$ cat src/rtl/lfsr_pkg.sv
// Shared definitions for the 8-bit PRBS checker: LFSR successor,
// FSM states and the hex seven-segment lookup table.
package lfsr_pkg;

    localparam int LFSR_W = 8;

    // Feedback taps: new MSB = s[0] ^ s[2] ^ s[3] ^ s[4]
    localparam logic [LFSR_W-1:0] LFSR_TAPS = 8'b0001_1101;

    typedef enum logic {
        ST_HUNT,
        ST_LOCKED
    } state_e;

    // Active-high segments: bit7=a .. bit1=g, bit0=dp (always off)
    localparam logic [7:0] SEG_HEX [0:15] = '{
        8'hFC, 8'h60, 8'hDA, 8'hF2,
        8'h66, 8'hB6, 8'hBE, 8'hE0,
        8'hFE, 8'hF6, 8'hEE, 8'h3E,
        8'h9C, 8'h7A, 8'h9E, 8'h8E
    };

    function automatic logic [LFSR_W-1:0] lfsr_next(
        input logic [LFSR_W-1:0] s
    );
        return {^(s & LFSR_TAPS), s[LFSR_W-1:1]};
    endfunction

endpackage

$ cat src/rtl/hex_seg_dec.sv
// Registered hex digit decoder driving one active-low seven-segment digit.
// Ports: clk, rst (sync, active-high), nib_i (hex digit), seg_o (a..g,dp low-active).
module hex_seg_dec
    import lfsr_pkg::*;
(
    input  logic       clk,
    input  logic       rst,
    input  logic [3:0] nib_i,
    output logic [7:0] seg_o
);

    logic [7:0] seg_d;
    logic [7:0] seg_q;

    always_comb begin
        seg_d = ~SEG_HEX[nib_i];
    end

    always_ff @(posedge clk) begin
        if (rst) begin
            seg_q <= ~SEG_HEX[0];
        end else begin
            seg_q <= seg_d;
        end
    end

    assign seg_o = seg_q;

endmodule

$ cat config.mk
export PLATFORM = sky130hd
export DESIGN_NAME = hex_seg_dec
export DESIGN_NICKNAME = d
export VERILOG_FILES = /design/src/rtl/lfsr_pkg.sv /design/src/rtl/hex_seg_dec.sv
export SDC_FILE = /design/constraint.sdc
export NUM_CORES = 1
export LEC_CHECK = 0
export CAP_MARGIN = 30
export CORE_AREA = 2 2 39 41
export DETAILED_ROUTE_END_ITERATION = 8
export DIE_AREA = 0 0 41 43
export PLACE_DENSITY = 0.6
export SYNTH_ARGS = -nofsm -noshare
export SYNTH_HDL_FRONTEND = slang
export SYNTH_SLANG_ARGS = --single-unit
$ cat constraint.sdc
create_clock -name clk -period 1.65 [get_ports clk]
set_input_delay 0.495 -clock clk [delete_from_list [all_inputs] [get_ports clk]]
set_output_delay 0.495 -clock clk [all_outputs]
set_load 0.01 [all_outputs]
==> impl_summary.log, run 1 <==
[metrics] count of mapped cells out of synthesis: 47
[metrics] share of the yosys chip area belonging to registers: 0.336
[metrics] Post-Syn Nets: 59
[metrics] Post-synth top flop: sky130_fd_sc_hd__dfxtp_1
[metrics] final standard cell utilization of the core: 0.458
[metrics] Cell variety after synth: 20
[metrics] overflow left after global routing: 0
[metrics] max-cap violations: 0
[metrics] x dimension of the die: 41 µm
[metrics] fillers: 131
[metrics] launching element type of the critical path: flip-flop
[metrics] DR DRC count: 0
[metrics] count of hold buffers inserted by post-cts repair: 0
[metrics] Largest register FFs: 7
[metrics] iteration-0 DRC count of the detailed router: 1
[metrics] period utilization: 0.950
[metrics] Critical Path, Cell by Cell: clkdlybuf4s50_1
[metrics] Die Y: 43 µm
[metrics] Reg area: 140 µm²
[metrics] overall fraction of global-route tracks in use: 0.121
[metrics] area share of the largest cell type after synthesis: 0.336
[metrics] Synth top cells by count: 7 x sky130_fd_sc_hd__dfxtp_1, 6 x sky130_fd_sc_hd__ha_1, 6 x sky130_fd_sc_hd__nor2_1
[metrics] VDD IR max: 142 µV
[metrics] WP depth: 1
[metrics] clock edge transition at the registers on the reported setup and hold paths: 0.05 ns
[metrics] via count of the first global-routing pass: 370
[metrics] Worst Hold Class: input pin to flip-flop
[metrics] number of warning messages in the yosys log: 0
[metrics] area taken by multi-input logic gates: 250 µm²
[metrics] starting utilization of the core area: 0.301
[metrics] Total Power Consumption: 0.444 mW
[metrics] net total in the final layout: 82
[metrics] post-CTS setup buffers: 0
[metrics] total of flip-flops plus latches after synthesis: 7
[metrics] type of element capturing the critical path: primary output
[metrics] die area: 1760 µm²
[metrics] PD cells: 701 nW/µm²
[metrics] slowest cell delay on critical path: 0.53 ns
[metrics] Final setup viols: 0
[metrics] fraction of layout instances using a drive strength above 1: 0.217
[metrics] post-synthesis average cell area: 8.86 µm²
[metrics] First-pass DRT Iterations: 2
[metrics] crit path max-delay cell type: sky130_fd_sc_hd__clkdlybuf4s50_1
[metrics] count of final max-slew check failures: 0
[metrics] Clock Sinks: 7
[metrics] Synth Cell Area: 417 µm²
[metrics] DRT antenna net count: 0
[metrics] Synth area leaders: sky130_fd_sc_hd__dfxtp_1 34%, sky130_fd_sc_hd__ha_1 18%, sky130_fd_sc_hd__a211oi_1 5.4%
[metrics] leakage component of the power: 0.293 nW
[metrics] maximum level of the CTS H-tree: 1
[metrics] Placed Cells: 81
[metrics] gp weighted congestion: 0.840
[metrics] detail-routed net length per standard cell: 9.75 µm
[metrics] initial antenna violation count: 0
[metrics] Top-Level Pins: 14
[metrics] clock buffer count from CTS: 3
[metrics] worst path setup slack after routing: 0.0817 ns
[metrics] largest net degree at the start of global routing: 12
[metrics] placement row count: 14
[metrics] buffer and inverter count on the worst path: 1
[metrics] data arrival time at the worst-slack endpoint: 1.07 ns
[metrics] vias after detailed routing: 392
[metrics] Period minus WS final: 1.57 ns
[metrics] Worst Hold Path Cells: 4
[metrics] WL final: 829 µm
[metrics] FMAX: 638 MHz
[metrics] number of hold violations in the final report: 0
[metrics] maximum net fanout on the critical path: 1
[metrics] cell family with the largest share of critical-path delay: buffers and inverters
[metrics] layout overhead on the synthesized area: 52.0%
[metrics] setup repair after global routing missed its margin: no
[metrics] EDFF count, synth: 0
[metrics] post-DR vias/cell: 4.61
[metrics] Hold Path End: seg_o[1]
[metrics] setup TNS after final layout: 0 ns
[metrics] detailed placer's ending HPWL: 707 µm
[metrics] critical path class: flip-flop to primary output
[metrics] Floorplan Core Area: 1380 µm²
[metrics] hold_sp: nib_i[1]
[metrics] share of flip-flops with an asynchronous set or reset: 0
[metrics] maximum buffer depth of the clock tree: 2
[metrics] Placement Setup Slack: -0.312 ns
[metrics] post-layout instance count excluding filler cells: 85
[metrics] first-pass GRT wire length: 1.48 mm
[metrics] I/O Buffers: 12
[metrics] root buffer cell: sky130_fd_sc_hd__clkbuf_4
[metrics] critical path data required time: 1.15 ns
[metrics] CTS tree: done
[metrics] status: completed
[metrics] diode count: 0
[metrics] largest area contributor in the synthesized netlist: sky130_fd_sc_hd__dfxtp_1
[metrics] most repeated cell in the gate-level netlist after synthesis: sky130_fd_sc_hd__dfxtp_1
[final cells by class]
| cell class | count | share of cell area |
|---|---|---|
| multi-input cells | 35 | 0.395 |
| flip-flops and latches | 7 | 0.221 |
| well taps | 16 | 0.0316 |
| clock buffers | 4 | 0.0415 |
| repair buffers | 21 | 0.298 |
| inverters | 2 | 0.0119 |
[through the flow]
step           hold WS (ns)  instance area, µm²
2_1_floorplan         0.564                 417
3_3_place_gp           1.20                 601
3_5_place_dp           1.19                 601
4_1_cts               0.803                 631
5_1_grt               0.785                 633
6_report              0.745                 633
[routing by layer]
| metal | vias up | GRT usage | part of all wire |
|---|---|---|---|
| li1 | 206 | - | - |
| met1 | 174 | 0.124 | 0.41 |
| met2 | 10 | 0.200 | 0.53 |
| met3 | 2 | 0.0157 | 0.041 |
| met4 | 0 | 0.100 | 0.024 |
| met5 | - | 0 | 0 |
[how the worst max path moves through the flow]
stage,startpoint,slack (ns),end
global placement,nib_i[0],-0.28,seg_o[1]
CTS,nib_i[1],0.002,seg_o[6]
detailed placement,nib_i[0],-0.31,seg_o[7]
finish,seg_o[6],0.08,seg_o[6]
floorplan,nib_i[0],0.33,seg_o[6]
global route,seg_o[1],0.02,seg_o[1]
[layout by cell type, fill, tap and decap left out, drive strengths merged, types with 3 or more instances in the layout]
cell and instances:
nand2 4, clkdlybuf4s50 10, clkbuf 4, ha 6, nor2 6, a211oi 3, buf 9, dfxtp 7
[cells by family after synthesis]
logic type | share of synthesized area
other | 0.00900
AND/OR/NAND/NOR | 0.198
buffers and inverters | 0.0751
adder cells (fa/ha/maj) | 0.180
flip-flops | 0.336
AO/OA/AOI/OAI | 0.201
[what timing repair did]
action | 4_1_cts | 5_1_grt
endpoints found under the setup margin | 3 | 5
resized for setup | 4 | 2
hold endpoints to repair | 0 | 0
[power by group]
part           internal (mW)  switching (mW)
clock                 0.0918          0.0566
sequential             0.181         0.00247
combinational         0.0627          0.0495
Note: power is estimated with default switching activity, not from simulation.
==> run 2, diff against run 1 <==
--- a/config.mk
+++ b/config.mk
@@ -9,7 +9,9 @@
 export CORE_AREA = 2 2 39 41
 export DETAILED_ROUTE_END_ITERATION = 8
 export DIE_AREA = 0 0 41 43
+export HOLD_SLACK_MARGIN = 0.02
 export PLACE_DENSITY = 0.6
+export RECOVER_POWER = 50
 export SYNTH_ARGS = -nofsm -noshare
 export SYNTH_HDL_FRONTEND = slang
 export SYNTH_SLANG_ARGS = --single-unit
==> run 2 against run 1 <==
Compared with the run above:
- largest power group unchanged
- clock-buffer cell count stayed put
- critical path depth unchanged
- first-iteration DRC count is 100% higher
- utilization decreased by 0.63 points
- global-route usage is the same
- wire length grew 0.48%
- maximum frequency is the same
- clock power barely moved
==> impl_summary.log, run 2 (synthesis gave the netlist of run 1 again) <==
[metrics] crit path max-delay cell type: sky130_fd_sc_hd__clkdlybuf4s50_1
[metrics] maximum level of the CTS H-tree: 1
[metrics] VDD IR max: 142 µV
[metrics] clock buffer count from CTS: 3
[metrics] type of element capturing the critical path: primary output
[metrics] Hold Path End: seg_o[1]
[metrics] starting utilization of the core area: 0.301
[metrics] detailed placer's ending HPWL: 707 µm
[metrics] worst path setup slack after routing: 0.0817 ns
[metrics] Final Hold Slack: 0.746 ns
[metrics] Clock Sinks: 7
[metrics] leakage component of the power: 0.288 nW
[metrics] die area: 1760 µm²
[metrics] DRT antenna net count: 0
[metrics] Final setup viols: 0
[metrics] iteration-0 DRC count of the detailed router: 2
[metrics] switching power: 0.108 mW
[metrics] First-pass DRT Iterations: 2
[metrics] buffer and inverter count on the worst path: 1
[metrics] CTS tree: done
[metrics] internal power contribution: 0.333 mW
[metrics] Top-Level Pins: 14
[metrics] number of hold violations in the final report: 0
[metrics] final standard cell utilization of the core: 0.451
[metrics] post-DR vias/cell: 4.55
[metrics] Worst Hold Class: input pin to flip-flop
[metrics] data arrival time at the worst-slack endpoint: 1.07 ns
[metrics] Clock power frac: 0.337
[metrics] cell family with the largest share of critical-path delay: buffers and inverters
[metrics] maximum buffer depth of the clock tree: 2
[metrics] slowest cell delay on critical path: 0.53 ns
[metrics] Worst Hold Path Cells: 4
[metrics] maximum net fanout on the critical path: 1
[metrics] max-cap violations: 0
[metrics] setup repair after global routing missed its margin: no
[metrics] beginning of the critical path: seg_o[6]
[metrics] FMAX: 638 MHz
[metrics] via count of the first global-routing pass: 370
[metrics] overflow left after global routing: 0
[metrics] WL final: 833 µm
[metrics] Critical Path, Cell by Cell: clkdlybuf4s50_1
[metrics] status: completed
[metrics] initial antenna violation count: 0
[metrics] overall fraction of global-route tracks in use: 0.121
[metrics] Period minus WS final: 1.57 ns
[metrics] first-pass GRT wire length: 1.48 mm
[metrics] Comb power frac: 0.247
[metrics] placement row count: 14
[metrics] commonest non-fill, non-tap cell in the layout: sky130_fd_sc_hd__clkdlybuf4s50_1
[metrics] count of final max-slew check failures: 0
[metrics] root buffer cell: sky130_fd_sc_hd__clkbuf_4
[metrics] detail-routed net length per standard cell: 9.80 µm
[metrics] fraction of layout instances using a drive strength above 1: 0.188
[metrics] DR DRC count: 0
[metrics] Largest register FFs: 7
[metrics] critical path class: flip-flop to primary output
[metrics] Placed Cells: 81
[metrics] Floorplan Core Area: 1380 µm²
[metrics] I/O Buffers: 12
[metrics] Sw Ratio: 0.244
[metrics] critical path data required time: 1.15 ns
[metrics] gp weighted congestion: 0.840
[metrics] post-layout instance count excluding filler cells: 85
[metrics] vias after detailed routing: 387
[metrics] layout overhead on the synthesized area: 49.8%
[metrics] x dimension of the die: 41 µm
[metrics] PD cells: 706 nW/µm²
[metrics] net total in the final layout: 82
[metrics] launching element type of the critical path: flip-flop
[metrics] Die Y: 43 µm
[metrics] period utilization: 0.950
[metrics] Placement Setup Slack: -0.312 ns
[metrics] hold_sp: nib_i[1]
[metrics] leading cell types in the layout, fill and taps excluded: 9 x sky130_fd_sc_hd__clkdlybuf4s50_1, 8 x sky130_fd_sc_hd__buf_4, 7 x sky130_fd_sc_hd__dfxtp_1, 6 x sky130_fd_sc_hd__nor2_1, 6 x sky130_fd_sc_hd__ha_1
[metrics] clock edge transition at the registers on the reported setup and hold paths: 0.05 ns
[metrics] diode count: 0
[metrics] largest net degree at the start of global routing: 12
[metrics] fraction of power consumed by sequential logic: 0.416
run 2: cell count changes in the layout (fill, tap and decap cells not counted):
| cell | delta |
|---|---|
| sky130_fd_sc_hd__dlygate4sd3_1 | +1 |
| sky130_fd_sc_hd__o21ai_1 | -1 |
| sky130_fd_sc_hd__a211oi_2 | -1 |
| sky130_fd_sc_hd__clkbuf_1 | +1 |
| sky130_fd_sc_hd__o21ai_0 | +1 |
| sky130_fd_sc_hd__a211oi_1 | +1 |
| sky130_fd_sc_hd__clkdlybuf4s50_1 | -1 |
| sky130_fd_sc_hd__buf_4 | -1 |
run 2: worst max-delay path by stage:
stage / slack [ns] / cells past startpoint / end
floorplan: 0.33 / 5 / seg_o[6]
global placement: -0.28 / 6 / seg_o[1]
detailed placement: -0.31 / 6 / seg_o[7]
CTS: 0.002 / 6 / seg_o[6]
global route: 0.02 / 1 / seg_o[1]
finish: 0.08 / 1 / seg_o[6]
run 2: metal layers:
metal,share of wire,up-vias,global-route usage
li1,-,206,-
met1,0.41,169,0.124
met2,0.52,10,0.200
met3,0.041,2,0.0157
met4,0.024,0,0.100
met5,0,-,0
run 2: what timing repair did:
action | CTS | global route
endpoints found under the setup margin | 3 | 5
setup buffers | 0 | 0
resized for setup | 4 | 2
pin swaps | 0 | 0
hold buffers | 0 | 0
run 2: cell type report:
class / instances / area (µm²)
inverter: 2 / 7.51
fill: 134 / 759
multi-input combinational: 35 / 245
sequential: 7 / 140
timing repair buffer: 21 / 185
clock buffer: 4 / 26.3
tap: 16 / 20.0
run 2: metrics by stage:
step,power [mW],TNS [ns],area [µm²]
finish,0.441,0,624
global placement,0.297,-1.60,601
detailed placement,0.298,-1.75,601
global route,0.471,0,624
floorplan,0.239,0,417
CTS,0.451,0,631
run 2: power by group through the flow:
stage                     registers (mW)  logic (mW)  clock network, mW
after CTS                          0.183       0.113              0.154
after detailed placement           0.187       0.112                  0
final                              0.183       0.109              0.148
after global routing               0.184       0.122              0.165
after floorplan                    0.193      0.0461                  0
after global placement             0.187       0.110                  0
